### src/rtl/rvc_asap_5pl_vga_fill_pkg.sv
// Shared types and constants for the VGA memory fill engine.
// Holds the FSM state encoding, memory geometry and cfg register offsets.
package rvc_asap_pkg;

  typedef enum logic [1:0] {
    ST_IDLE = 2'd0,
    ST_FILL = 2'd1,
    ST_DONE = 2'd2
  } fill_state_e;

  localparam int VGA_MEM_WORDS = 4096;
  localparam int WORD_W        = $clog2(VGA_MEM_WORDS);
  localparam int COUNT_W       = WORD_W + 1;

  localparam logic [1:0] CFG_BASE    = 2'd0;
  localparam logic [1:0] CFG_COUNT   = 2'd1;
  localparam logic [1:0] CFG_PATTERN = 2'd2;
  localparam logic [1:0] CFG_CMD     = 2'd3;

endpackage

### src/rtl/rvc_asap_5pl_vga_fill.sv
// Fills a word range of VGA memory port A with a pattern; the core always has priority.
// Latency: first write the cycle after start, done one cycle after the final write.
`ifndef RVC_MSFF
`define RVC_MSFF(q, d, rstval, clk, rst) \
  always_ff @(posedge clk) begin \
    if (rst) q <= rstval; \
    else     q <= d; \
  end
`endif

module rvc_asap_5pl_vga_fill
  import rvc_asap_pkg::*;
(
  input  logic        CLK_50,
  input  logic        Reset,
  input  logic [31:0] core_data,
  input  logic [31:0] core_address,
  input  logic [3:0]  core_byteena,
  input  logic        core_wren,
  input  logic        core_rden,
  output logic [31:0] core_q,
  input  logic        cfg_wren,
  input  logic [1:0]  cfg_addr,
  input  logic [31:0] cfg_data,
  output logic        busy,
  output logic        done,
  output logic [31:0] mem_data,
  output logic [31:0] mem_address,
  output logic [3:0]  mem_byteena,
  output logic        mem_wren,
  output logic        mem_rden,
  input  logic [31:0] mem_q
);

  fill_state_e        state_q, state_d;
  logic [WORD_W-1:0]  base_q, base_d;
  logic [COUNT_W-1:0] count_q, count_d;
  logic [31:0]        pattern_q, pattern_d;
  logic [WORD_W-1:0]  cur_word_q, cur_word_d;
  logic [COUNT_W-1:0] remaining_q, remaining_d;
  logic [31:0]        fill_pat_q, fill_pat_d;

  logic core_req;
  logic cmd_wr;
  logic start_req;
  logic abort_req;
  logic grant;

  `RVC_MSFF(state_q,     state_d,     ST_IDLE,       CLK_50, Reset)
  `RVC_MSFF(base_q,      base_d,      '0,            CLK_50, Reset)
  `RVC_MSFF(count_q,     count_d,     '0,            CLK_50, Reset)
  `RVC_MSFF(pattern_q,   pattern_d,   '0,            CLK_50, Reset)
  `RVC_MSFF(cur_word_q,  cur_word_d,  '0,            CLK_50, Reset)
  `RVC_MSFF(remaining_q, remaining_d, '0,            CLK_50, Reset)
  `RVC_MSFF(fill_pat_q,  fill_pat_d,  '0,            CLK_50, Reset)

  always_comb begin
    core_req  = core_wren | core_rden;
    cmd_wr    = cfg_wren && (cfg_addr == CFG_CMD);
    abort_req = cmd_wr && cfg_data[1];
    start_req = cmd_wr && cfg_data[0] && !cfg_data[1];
    // Reset also gates the engine combinationally so a mid-fill reset writes nothing more.
    grant     = (state_q == ST_FILL) && !core_req && !Reset;
  end

  always_comb begin
    base_d      = base_q;
    count_d     = count_q;
    pattern_d   = pattern_q;
    cur_word_d  = cur_word_q;
    remaining_d = remaining_q;
    fill_pat_d  = fill_pat_q;
    state_d     = state_q;

    if (cfg_wren) begin
      case (cfg_addr)
        CFG_BASE:    base_d    = cfg_data[WORD_W-1:0];
        CFG_COUNT:   count_d   = cfg_data[COUNT_W-1:0];
        CFG_PATTERN: pattern_d = cfg_data;
        default:     ;
      endcase
    end

    case (state_q)
      ST_IDLE: begin
        if (start_req) begin
          if (count_q != '0) begin
            state_d     = ST_FILL;
            cur_word_d  = base_q;
            remaining_d = count_q;
            fill_pat_d  = pattern_q;
          end else begin
            state_d = ST_DONE;
          end
        end
      end
      ST_FILL: begin
        if (grant) begin
          cur_word_d  = cur_word_q + 1'b1;
          remaining_d = remaining_q - 1'b1;
        end
        if (abort_req || (grant && remaining_q == COUNT_W'(1)))
          state_d = ST_DONE;
      end
      ST_DONE: state_d = ST_IDLE;
      default: state_d = ST_IDLE;
    endcase
  end

  always_comb begin
    busy        = (state_q == ST_FILL);
    done        = (state_q == ST_DONE);
    core_q      = mem_q;
    mem_data    = '0;
    mem_address = '0;
    mem_byteena = '0;
    mem_wren    = 1'b0;
    mem_rden    = 1'b0;
    if (core_req) begin
      mem_data    = core_data;
      mem_address = core_address;
      mem_byteena = core_byteena;
      mem_wren    = core_wren;
      mem_rden    = core_rden;
    end else if (grant) begin
      mem_data    = fill_pat_q;
      mem_address = {{(30-WORD_W){1'b0}}, cur_word_q, 2'b00};
      mem_byteena = 4'hF;
      mem_wren    = 1'b1;
    end
  end

endmodule

### config.mk
export PLATFORM = sky130hd
export DESIGN_NAME = rvc_asap_5pl_vga_fill
export DESIGN_NICKNAME = d
export VERILOG_FILES = /design/src/rtl/rvc_asap_5pl_vga_fill_pkg.sv /design/src/rtl/rvc_asap_5pl_vga_fill.sv
export SDC_FILE = /design/constraint.sdc
export NUM_CORES = 1
export LEC_CHECK = 0
export CORE_MARGIN = 4
export CORE_UTILIZATION = 25
export DETAILED_ROUTE_END_ITERATION = 8
export PLACE_DENSITY = 0.61
export SLEW_MARGIN = 10
export SYNTH_ARGS = -nofsm -noshare
export SYNTH_HDL_FRONTEND = slang
export SYNTH_SLANG_ARGS = --single-unit
### constraint.sdc
create_clock -name CLK_50 -period 1.7 [get_ports CLK_50]
set_input_delay 0.255 -clock CLK_50 [delete_from_list [all_inputs] [get_ports CLK_50]]
set_output_delay 0.255 -clock CLK_50 [all_outputs]
set_load 0.01 [all_outputs]
==> impl_metrics.py, run 1 <==
metrics = {
    "outcome": {
        "status": "finished, violations left",
        "violations": "setup timing",
    },
    "timing": {
        "min_period_ns": 2.117,
        "skew_ns": 0.01341,
        "rsz0062_at_grt": "true",
        "layout_setup_ws_ns": -0.4172,
        "slew_violations": 0,
        "setup_viol_count_final": 109,
        "finalCritPeriodShare_pct": 124.5,
        "worstMarginPinSlew_ns": 0.6096,
        "holdWs_ns": 0.3768,
        "fmax_ghz": 0.4723,
        "slew_headroom_pct": 59.36,
        "hold_viol": 0,
    },
    "setup_path": {
        "cp_max_fo": 30,
        "critPathBufInv": 3,
        "end_kind": "primary output",
        "worstSetupStartpointType": "register",
        "cp_data_arrival_time_ns": 1.86,
        "slowest_stage": "clkdlybuf4s50_1",
        "path_cells": "nand2b_4 -> buf_4 -> inv_1 -> clkdlybuf4s50_1",
        "slowest_delay_ns": 0.50,
        "required_ns": 1.44,
        "r2r_setup_slack_ns": -0.39,
        "crit_family": "buffers and inverters",
        "path_class": "reg -> out",
    },
    "routing": {
        "wire_per_inst_um": 17.23,
        "vias_per_cell": 4.825,
        "vias": 5949,
        "drt_iter0_drc": 421,
        "drc_errors": 0,
        "first_pass_iters": 4,
        "ant_nets": 0,
        "finalWirelength_um": 21250,
    },
    "clock_tree": {
        "cts_tree": "yes",
        "clock_sinks": 116,
        "clockBufferDepth": 2,
        "clk_latency_ns": 0.42,
        "clk_pin_slew_worst_paths_ns": 0.05,
        "ctsHoldBuffers": 0,
        "cts_max_level": 4,
        "root_buffer": "clkbuf_16",
        "cts_buffers": 17,
    },
    "yosys": {
        "yosysTopAreaCell": "dfxtp_1",
        "synth_common_cells": "nand2_1 (194), dfxtp_1 (116), a21oi_1 (108)",
        "synth-main-ff-cell": "dfxtp_1",
        "ys_seq_area_share_pct": 41.33,
        "yosys.cell_types.count": 49,
        "yosysMostFrequentCell": "nand2_1",
        "synth_seq_cells": 116,
        "avgSynthCellArea_um2": 7.656,
        "synth.top_cell.area_share_pct": 41.33,
        "async_flop_share_pct": 0,
        "synth_cells": 734,
        "syn_area_um2": 5619,
        "synthesis.nets": 876,
        "ys_top_cells_by_area": "dfxtp_1 (41%), nand2_1 (13%), a21oi_1 (9.6%)",
        "synth_warnings": 0,
        "synth_edf_count": 0,
    },
    "place": {
        "place.gp.congestion": 0.7953,
        "post_dp_cell_area_um2": 7884,
        "hpwl_um": 13000,
        "port_buffers": 178,
    },
    "floorplan": {
        "die_y_um": 157.9,
        "dieWidth_um": 157.9,
        "start_util_pct": 25.59,
        "ioPinCount": 243,
        "core_area_um2": 21960,
        "dieArea_um2": 24940,
        "placement_rows": 54,
    },
    "final_layout": {
        "area_growth_pct": 69.52,
        "final_util_pct": 43.38,
        "final_area_um2": 9525,
        "final_nets": 1083,
        "drive_gt1_share_pct": 31.37,
        "fill_cells": 2091,
        "diodes": 0,
    },
    "power": {
        "p_leak_nw": 3.564,
        "max-vdd-ir-drop_v": 0.0003961,
        "p_per_area_nw_per_um2": 796.7,
    },
    "grt": {
        "grt-ovfl-total": 0,
        "grt_pass1_wl_um": 30880,
        "grt_antenna_before_repair": 0,
        "grt_pass1_vias": 5663,
        "grt_max_degree": 115,
        "grt_usage_pct": 15.80,
    },
    "min_path": {
        "min_path_type": "in -> reg",
    },
    "flow_run": {
        "max_cap_viol_count": 0,
    },
}
==> power by group <==
group          internal, mW  total [mW]  switching (mW)
Sequential             2.77        2.80          0.0335
Combinational         0.560        1.00           0.440
Clock                  2.52        3.78            1.26
==> kinds of logic after synthesis <==
kind of cell             after synthesis  synth area share, %
XOR/XNOR                               2               0.3118
flip-flops                           116                41.33
AO/OA/AOI/OAI                        204                23.00
multiplexers                          12                2.138
AND/OR/NAND/NOR                      302                23.76
adder cells (fa/ha/maj)                3               0.6681
buffers and inverters                 95                8.795
==> what timing repair did <==
item                       in CTS  in global routing
gates cloned                   10                  5
setup buffers                  20                  9
pin swaps                      32                 85
setup endpoints to repair     129                125
resized for setup             297                136
==> sequential cells by signal (all words and copies together), names as in the netlist <==
| signal | count |
|---|---|
| state_q | 2 |
| count_q | 13 |
| base_q | 12 |
| pattern_q | 32 |
| fill_pat_q | 32 |
| remaining_q | 13 |
| cur_word_q | 12 |
==> worst min-delay path: cells and delay by family <==
family	cells	cell delay, ns
simple gates	1	0.05
compound gates	1	0.05
buf+inv	1	0.39
==> worst paths after layout <==
kind,startpoint,end,cells past startpoint
worst max register to register,state_q[1]$_SDFFE_PP0P_,cur_word_q[9]$_SDFFE_PP0P_,12
worst min register to register,pattern_q[13]$_SDFFE_PP0P_,pattern_q[13]$_SDFFE_PP0P_,2
worst max-delay path,state_q[1]$_SDFFE_PP0P_,busy,4
worst min-delay path,cfg_data[13],pattern_q[13]$_SDFFE_PP0P_,3
==> metal layers <==
layer	share of wire, %	global-route usage [%]
met3	6.2	4.456
met4	2.4	5.612
met1	41	19.05
met5	0	0
met2	50	26.92
==> placed cells by master, fill, tap and decap left out, types with 3 or more instances in the layout <==
cell and count:
nand2_1 154, dfxtp_1 114, clkdlybuf4s50_1 105, a21oi_1 64, buf_4 53, a22o_1 46, buf_2 45, a21oi_2 43
nor2_1 36, nand2_4 33, dlygate4sd2_1 23, clkbuf_16 22, and2_1 20, buf_6 19, buf_12 16, mux2i_1 12
nor3_1 8, o21ai_0 8, nand2_2 7, inv_1 6, a21o_1 6, o21ai_2 6, buf_16 6, nand3_1 5
buf_8 5, o21ai_1 4, bufinv_16 4, clkbuf_1 4, nand4_1 3, nor2_2 3, nor3b_1 3, o32ai_2 3
or2_0 3, a31oi_1 3, nor4_1 3, ha_1 3
==> per-stage QoR <==
stage               setup TNS, ns  setup WS, ns  cells  power (mW)
finish                     -24.16       -0.4172   1233       7.589
global route               -35.05       -0.5071   1233       7.853
CTS                        -26.60       -0.4548   1227       7.578
detailed placement         -66.35       -0.7424   1167       3.844
global placement           -65.83       -0.7520   1167       3.836
floorplan                       0       0.04242    734       3.294
==> final cells by class <==
| class | instances | area, um2 | share of cell area, % |
|---|---|---|---|
| multi-input cells | 523 | 3435 | 36.06 |
| repair buffers | 277 | 2775 | 29.13 |
| flip-flops and latches | 116 | 2325 | 24.41 |
| clock buffers | 23 | 467.9 | 4.913 |
| well taps | 280 | 350.3 | 3.678 |
| clock inverters | 8 | 150.1 | 1.576 |
| inverters | 6 | 22.52 | 0.2364 |
Power figures use the tool's default switching activity.
==> inputs of run 2 (changes only) <==
Settings changed: CORE_MARGIN 4 to unset, GPL_ROUTABILITY_DRIVEN set to 1.
==> run 2 against run 1 <==
Net effect:
- the flow finishes with violations (DRC, setup timing)
- flip-flop and latch count is the same
- register-to-register slack improved by 0.25 ns
- clock skew shrank 0.0037 ns
- die area down 7.5%
- maximum frequency up 4.6%
- largest cell class unchanged
==> impl_metrics.py, run 2 (synthesis gave the netlist of run 1 again) <==
metrics = {
    "timing": {
        "slew_headroom_pct": 57.32,
        "slew_violations": 0,
        "worstMarginPinSlew_ns": 0.6401,
        "rsz0062_at_grt": "true",
        "finalCritPeriodShare_pct": 119.0,
        "fmax_ghz": 0.4942,
        "layout_setup_ws_ns": -0.3234,
        "hold_viol": 0,
        "skew_ns": 0.009690,
        "setup_viol_count_final": 75,
        "min_period_ns": 2.023,
    },
    "power": {
        "p_switching_mw": 1.843,
        "p_int_mw": 5.498,
        "clock_power_share_pct": 48.0,
        "p_leak_nw": 3.932,
        "seqPwrFrac_pct": 38.3,
        "power_mw": 7.341,
        "p_comb_share_pct": 13.7,
        "p_sw_share_pct": 25.10,
        "p_per_area_nw_per_um2": 793.3,
        "max-vdd-ir-drop_v": 0.0004056,
    },
    "setup_path": {
        "path_class": "reg -> out",
        "crit_top_cell": "buf_6",
        "r2r_setup_slack_ns": -0.14,
        "r2r_cells": 10,
        "rr_endpoint": "cur_word_q[8]$_SDFFE_PP0P_",
        "required_ns": 1.44,
        "path_cells": "nand2b_4 -> nor3_4 -> buf_6 -> buf_16 -> buf_6 -> a22o_1 -> buf_2",
        "slowest_delay_ns": 0.32,
        "cp_max_fo": 5,
        "end_kind": "primary output",
        "slowest_stage": "dfxtp_2",
        "cp_data_arrival_time_ns": 1.77,
        "worstSetupStartpointType": "register",
        "r2r_start": "state_q[1]$_SDFFE_PP0P_",
    },
    "clock_tree": {
        "ctsHoldBuffers": 0,
        "root_buffer": "clkbuf_16",
        "clk_pin_slew_worst_paths_ns": 0.06,
        "cts_max_level": 4,
        "cts_tree": "yes",
        "clock_sinks": 116,
        "cts_buffers": 17,
        "clockBufferDepth": 2,
        "clk_latency_ns": 0.42,
    },
    "grt": {
        "met3_usage_pct": 3.508,
        "grt-ovfl-total": 0,
        "grt_util_met2_pct": 29.06,
        "grt_pass1_wl_um": 30700,
        "grt_antenna_before_repair": 0,
        "grt_usage_pct": 16.67,
        "grt_max_degree": 115,
        "busiest_layer": "met2",
        "grt_use_met1_pct": 20.28,
        "grt_pass1_vias": 5616,
    },
    "final_layout": {
        "layout_commonest_cell": "nand2_1",
        "diodes": 0,
        "final_cells": 1232,
        "final_area_um2": 9254,
        "final_util_pct": 42.14,
        "area_growth_pct": 64.69,
        "drive_gt1_share_pct": 31.83,
        "layout_common_cells": "nand2_1 (160), dfxtp_1 (111), clkdlybuf4s50_1 (104), a21oi_1 (71), buf_4 (53)",
        "final_nets": 1081,
    },
    "routing": {
        "vias_per_cell": 4.802,
        "ant_nets": 0,
        "first_pass_iters": 7,
        "drt_iter0_drc": 359,
        "drc_errors": 50,
        "vias": 5916,
        "wire_per_inst_um": 16.92,
        "finalWirelength_um": 20850,
    },
    "outcome": {
        "status": "finished, violations left",
        "violations": "DRC, setup timing",
    },
    "place": {
        "placedCellCount": 1169,
        "post-place-ws_ns": -0.7765,
        "post_dp_cell_area_um2": 7886,
        "port_buffers": 178,
        "hpwl_um": 12370,
        "place.gp.congestion": 0.8135,
    },
    "min_path": {
        "hold_depth": 3,
        "min_path_type": "in -> reg",
        "holdPathEnd": "pattern_q[15]$_SDFFE_PP0P_",
        "worstHoldStart": "cfg_data[15]",
    },
    "floorplan": {
        "dieWidth_um": 151.9,
        "placement_rows": 54,
        "start_util_pct": 25.59,
        "die_y_um": 151.9,
        "dieArea_um2": 23080,
        "ioPinCount": 243,
        "core_area_um2": 21960,
    },
    "flow_run": {
        "max_cap_viol_count": 0,
    },
}
==> run 2: cell types whose count changed in the layout (fill, tap and decap cells not counted), sizes merged, moves of 2 or more <==
cell,previous run,this run
dlygate4sd2,23,3
inv,6,9
clkinv,3,5
bufinv,4,2
clkinvlp,1,4
buf,144,140
clkbuf,28,45
==> run 2: area by class of cell <==
class	count	area, um2
inverters	6	22.52
multi-input cells	523	3323
clock buffers	18	429.2
clock inverters	14	152.6
well taps	280	350.3
repair buffers	275	2648
flip-flops and latches	116	2328
fillers	2201	12700
==> run 2: worst max path at each step <==
stage                                 from                          end  slack (ns)  cells after the start
2_1_floorplan  remaining_q[0]$_SDFFE_PP0P_  remaining_q[8]$_SDFFE_PP0P_        0.04                      7
5_1_grt            state_q[1]$_SDFFE_PP0P_                  mem_data[0]       -0.40                      7
6_report           state_q[1]$_SDFFE_PP0P_                  mem_data[6]       -0.32                      7
3_3_place_gp                     core_rden              mem_address[12]       -0.75                      5
4_1_cts            state_q[1]$_SDFFE_PP0P_                         busy       -0.39                      4
3_5_place_dp                     core_rden                 mem_data[28]       -0.78                      5
==> run 2: worst max-delay path, delay by kind of cell, from the launching register on <==
family | cells | cell delay (ns)
flip-flops | 1 | 0.32
AO/OA/AOI/OAI | 1 | 0.10
AND/OR/NAND/NOR | 2 | 0.39
buffers and inverters | 4 | 0.53
==> run 2: power groups by stage <==
stage               clock network, mW  logic [mW]  registers [mW]
floorplan                           0       0.444            2.85
global placement                    0       0.973            2.85
detailed placement                  0       0.978            2.85
CTS                              3.56       0.967            2.80
global route                     3.70        1.08            2.82
finish                           3.52        1.00            2.81
==> run 2: through the flow <==
| step | hold slack, ns | setup TNS [ns] |
|---|---|---|
| after floorplan | 0.3910 | 0 |
| after global placement | 0.4392 | -72.80 |
| after detailed placement | 0.4429 | -76.25 |
| after CTS | 0.3743 | -18.38 |
| after global routing | 0.3940 | -23.69 |
| final | 0.3871 | -14.79 |
==> run 2: what timing repair did <==
item	CTS	global route
pin swaps	18	40
setup buffers	11	5
gates resized for setup	258	179
setup endpoints to repair	129	128
cloned	7	9
hold endpoints to repair	0	0
==> run 2: per-layer routing <==
metal  share of wire (%)  vias to the layer above  routed length (um)
met1                  43                     2799                8966
met3                 5.4                       37                1116
met2                  49                      183               10200
li1                    -                     2897                   -
met4                 2.7                        0                 562
met5                   0                        -                   0
==> RTL change: new RTL, settings of run 2 <==
Change the package constant `VGA_MEM_WORDS` from 4096 to 8192.
--- a/src/rtl/rvc_asap_5pl_vga_fill_pkg.sv
+++ b/src/rtl/rvc_asap_5pl_vga_fill_pkg.sv
@@ -9,5 +9,5 @@
   } fill_state_e;
 
-  localparam int VGA_MEM_WORDS = 4096;
+  localparam int VGA_MEM_WORDS = 8192;
   localparam int WORD_W        = $clog2(VGA_MEM_WORDS);
   localparam int COUNT_W       = WORD_W + 1;
Function: changed (Yosys sat finds a counterexample within 4 cycles, from zero or initial values and one cycle with Reset high).
==> RTL change against run 2 <==
  * The flow finishes with violations (negative setup slack)
  * Die area grew 3.5%
  * Cell area grew 7.6%
  * Critical path depth is the same
  * Global-route usage grew 1.4 points
  * Sequential cell count grew 4
  * Non-clock buffer count grew 16
  * Largest cell class unchanged
  * Wire length grew 6.9%
  * Via count grew 7.0%
  * Synthesized area grew 3.5%
  * Clock skew shrank 0.0022 ns
  * Worst setup slack lost 0.019 ns
  * Core utilization grew 1.7 points
  * Total power grew 9.0%
==> RTL change: results <==
[synthesis]
yosys-top-cells-area = "dfxtp_1 41%, nand2_1 14%, a21oi_1 11%, a22o_1 6.8%, buf_4 4.1%"
ys_seq_area_share_pct = 41.3
synth_nets = 917
ys_ff_latch = 120
synth_common_cells = "220 x nand2_1, 126 x a21oi_1, 120 x dfxtp_1"

[placed_design]
dp_hpwl_um = 14300
place_congestion = 0.863
place_area_sq_um = 8210

[cells_and_area]
utilization_pct = 43.8
multi_input_area_sq_um = 3660
seqAreaFraction_pct = 24.2
inv_count = 5
drive_above_1_share_pct = 34.0
nonClockBufferCount = 291
multi_input_gates = 556
buffer_area_share_pct = 28.8
clkCellAreaFrac_pct = 6.46
finalNetCount = 1133
clkbuf_count = 19
n_fill_cell = 2168

[power_and_ir_drop]
leakage_nw = 4.08
power_frac_seq_pct = 36.4
peakVddDrop_mv = 0.583
pg_comb_w = 0.00113

[drt]
route.met2.wl_um = 10500
met3_length_um = 1440
via_per_inst = 4.92
first_pass_iters = 4
dr.first_iter.drc_count = 351
routedWlPerCell_um = 17.3

[sta]
setup_ws_ns = -0.342
max_slew_margin_pct = 60.3
fin_tns_setup_ns = -17.81
fin_skew_ns = 0.00752
finalSetupViolCount = 92

[clocking]
post_cts_buffers = 18
clk_path_buf_depth = 2
clk_latency_ns = 0.42
cts_resized = 328

[worst_setup_path]
critPathTopFamily = "buffers and inverters"
worstPathMaxFanout = 6
critical-path-max-stage-delay_ns = 0.38
cp.arrival_ns = 1.79
slowest_stage = "dfxtp_1"
startpoint = "state_q[0]"

[global_route]
grt_pass1_vias = 5911
grtUsageMet2_pct = 29.8
gr-usage-met1_pct = 23.1
grt_pass1_wl_um = 33000
grtUsageTotal_pct = 18.1
use_met3_pct = 4.17
grt_max_degree = 99
antenna_found_initial = 0

[run_status]
outcome = "finished, violations left"
failed_checks = "negative setup slack"
==> RTL change: cell types whose count changed in the layout (fill, tap and decap cells not counted), moves of 6 or more <==
| cell | delta |
|---|---|
| nor2_1 | -26 |
| nand2_1 | +21 |
| clkbuf_2 | -19 |
| buf_4 | +15 |
| o21ai_2 | +13 |
| dlygate4sd2_1 | +11 |
| mux2i_1 | -11 |
| a21oi_1 | +10 |
| o21ai_1 | -9 |
| clkdlybuf4s15_1 | +8 |
| nand2_2 | +8 |
| buf_6 | -6 |
==> RTL change: cell families after synthesis <==
kind of cell	after synthesis	share of synthesized area [%]
muxes	1	0.172
adders and majority gates	3	0.645
and+or+nand+nor	317	24.0
AOI/OAI and AO/OA	235	25.3
buffers and inverters	99	8.60
DFF	120	41.3
==> RTL change: metrics by stage <==
| step | hold slack [ns] | worst slack [ns] | cells | total power [W] |
|---|---|---|---|---|
| 6_report | 0.270 | -0.342 | 1288 | 0.00800 |
| 5_1_grt | 0.282 | -0.435 | 1288 | 0.00826 |
| 4_1_cts | 0.272 | -0.327 | 1283 | 0.00798 |
| 3_5_place_dp | 0.444 | -0.890 | 1225 | 0.00402 |
| 3_3_place_gp | 0.438 | -0.820 | 1225 | 0.00401 |
| 2_1_floorplan | 0.391 | 0.00171 | 775 | 0.00343 |
==> RTL change: final timing paths <==
check / depth (start not counted) / endpoint / slack (ns)
worst min-delay path: 3 / remaining_q[4] / 0.27
worst max-delay path: 7 / mem_data[10] / -0.34
worst min register to register: 2 / fill_pat_q[16] / 0.46
worst max register to register: 10 / cur_word_q[0] / -0.27
==> RTL change: tightest hold or removal path: cells and delay by family <==
family | cells | cell delay (ns)
buffers and inverters | 2 | 0.34
AOI/OAI and AO/OA | 1 | 0.04
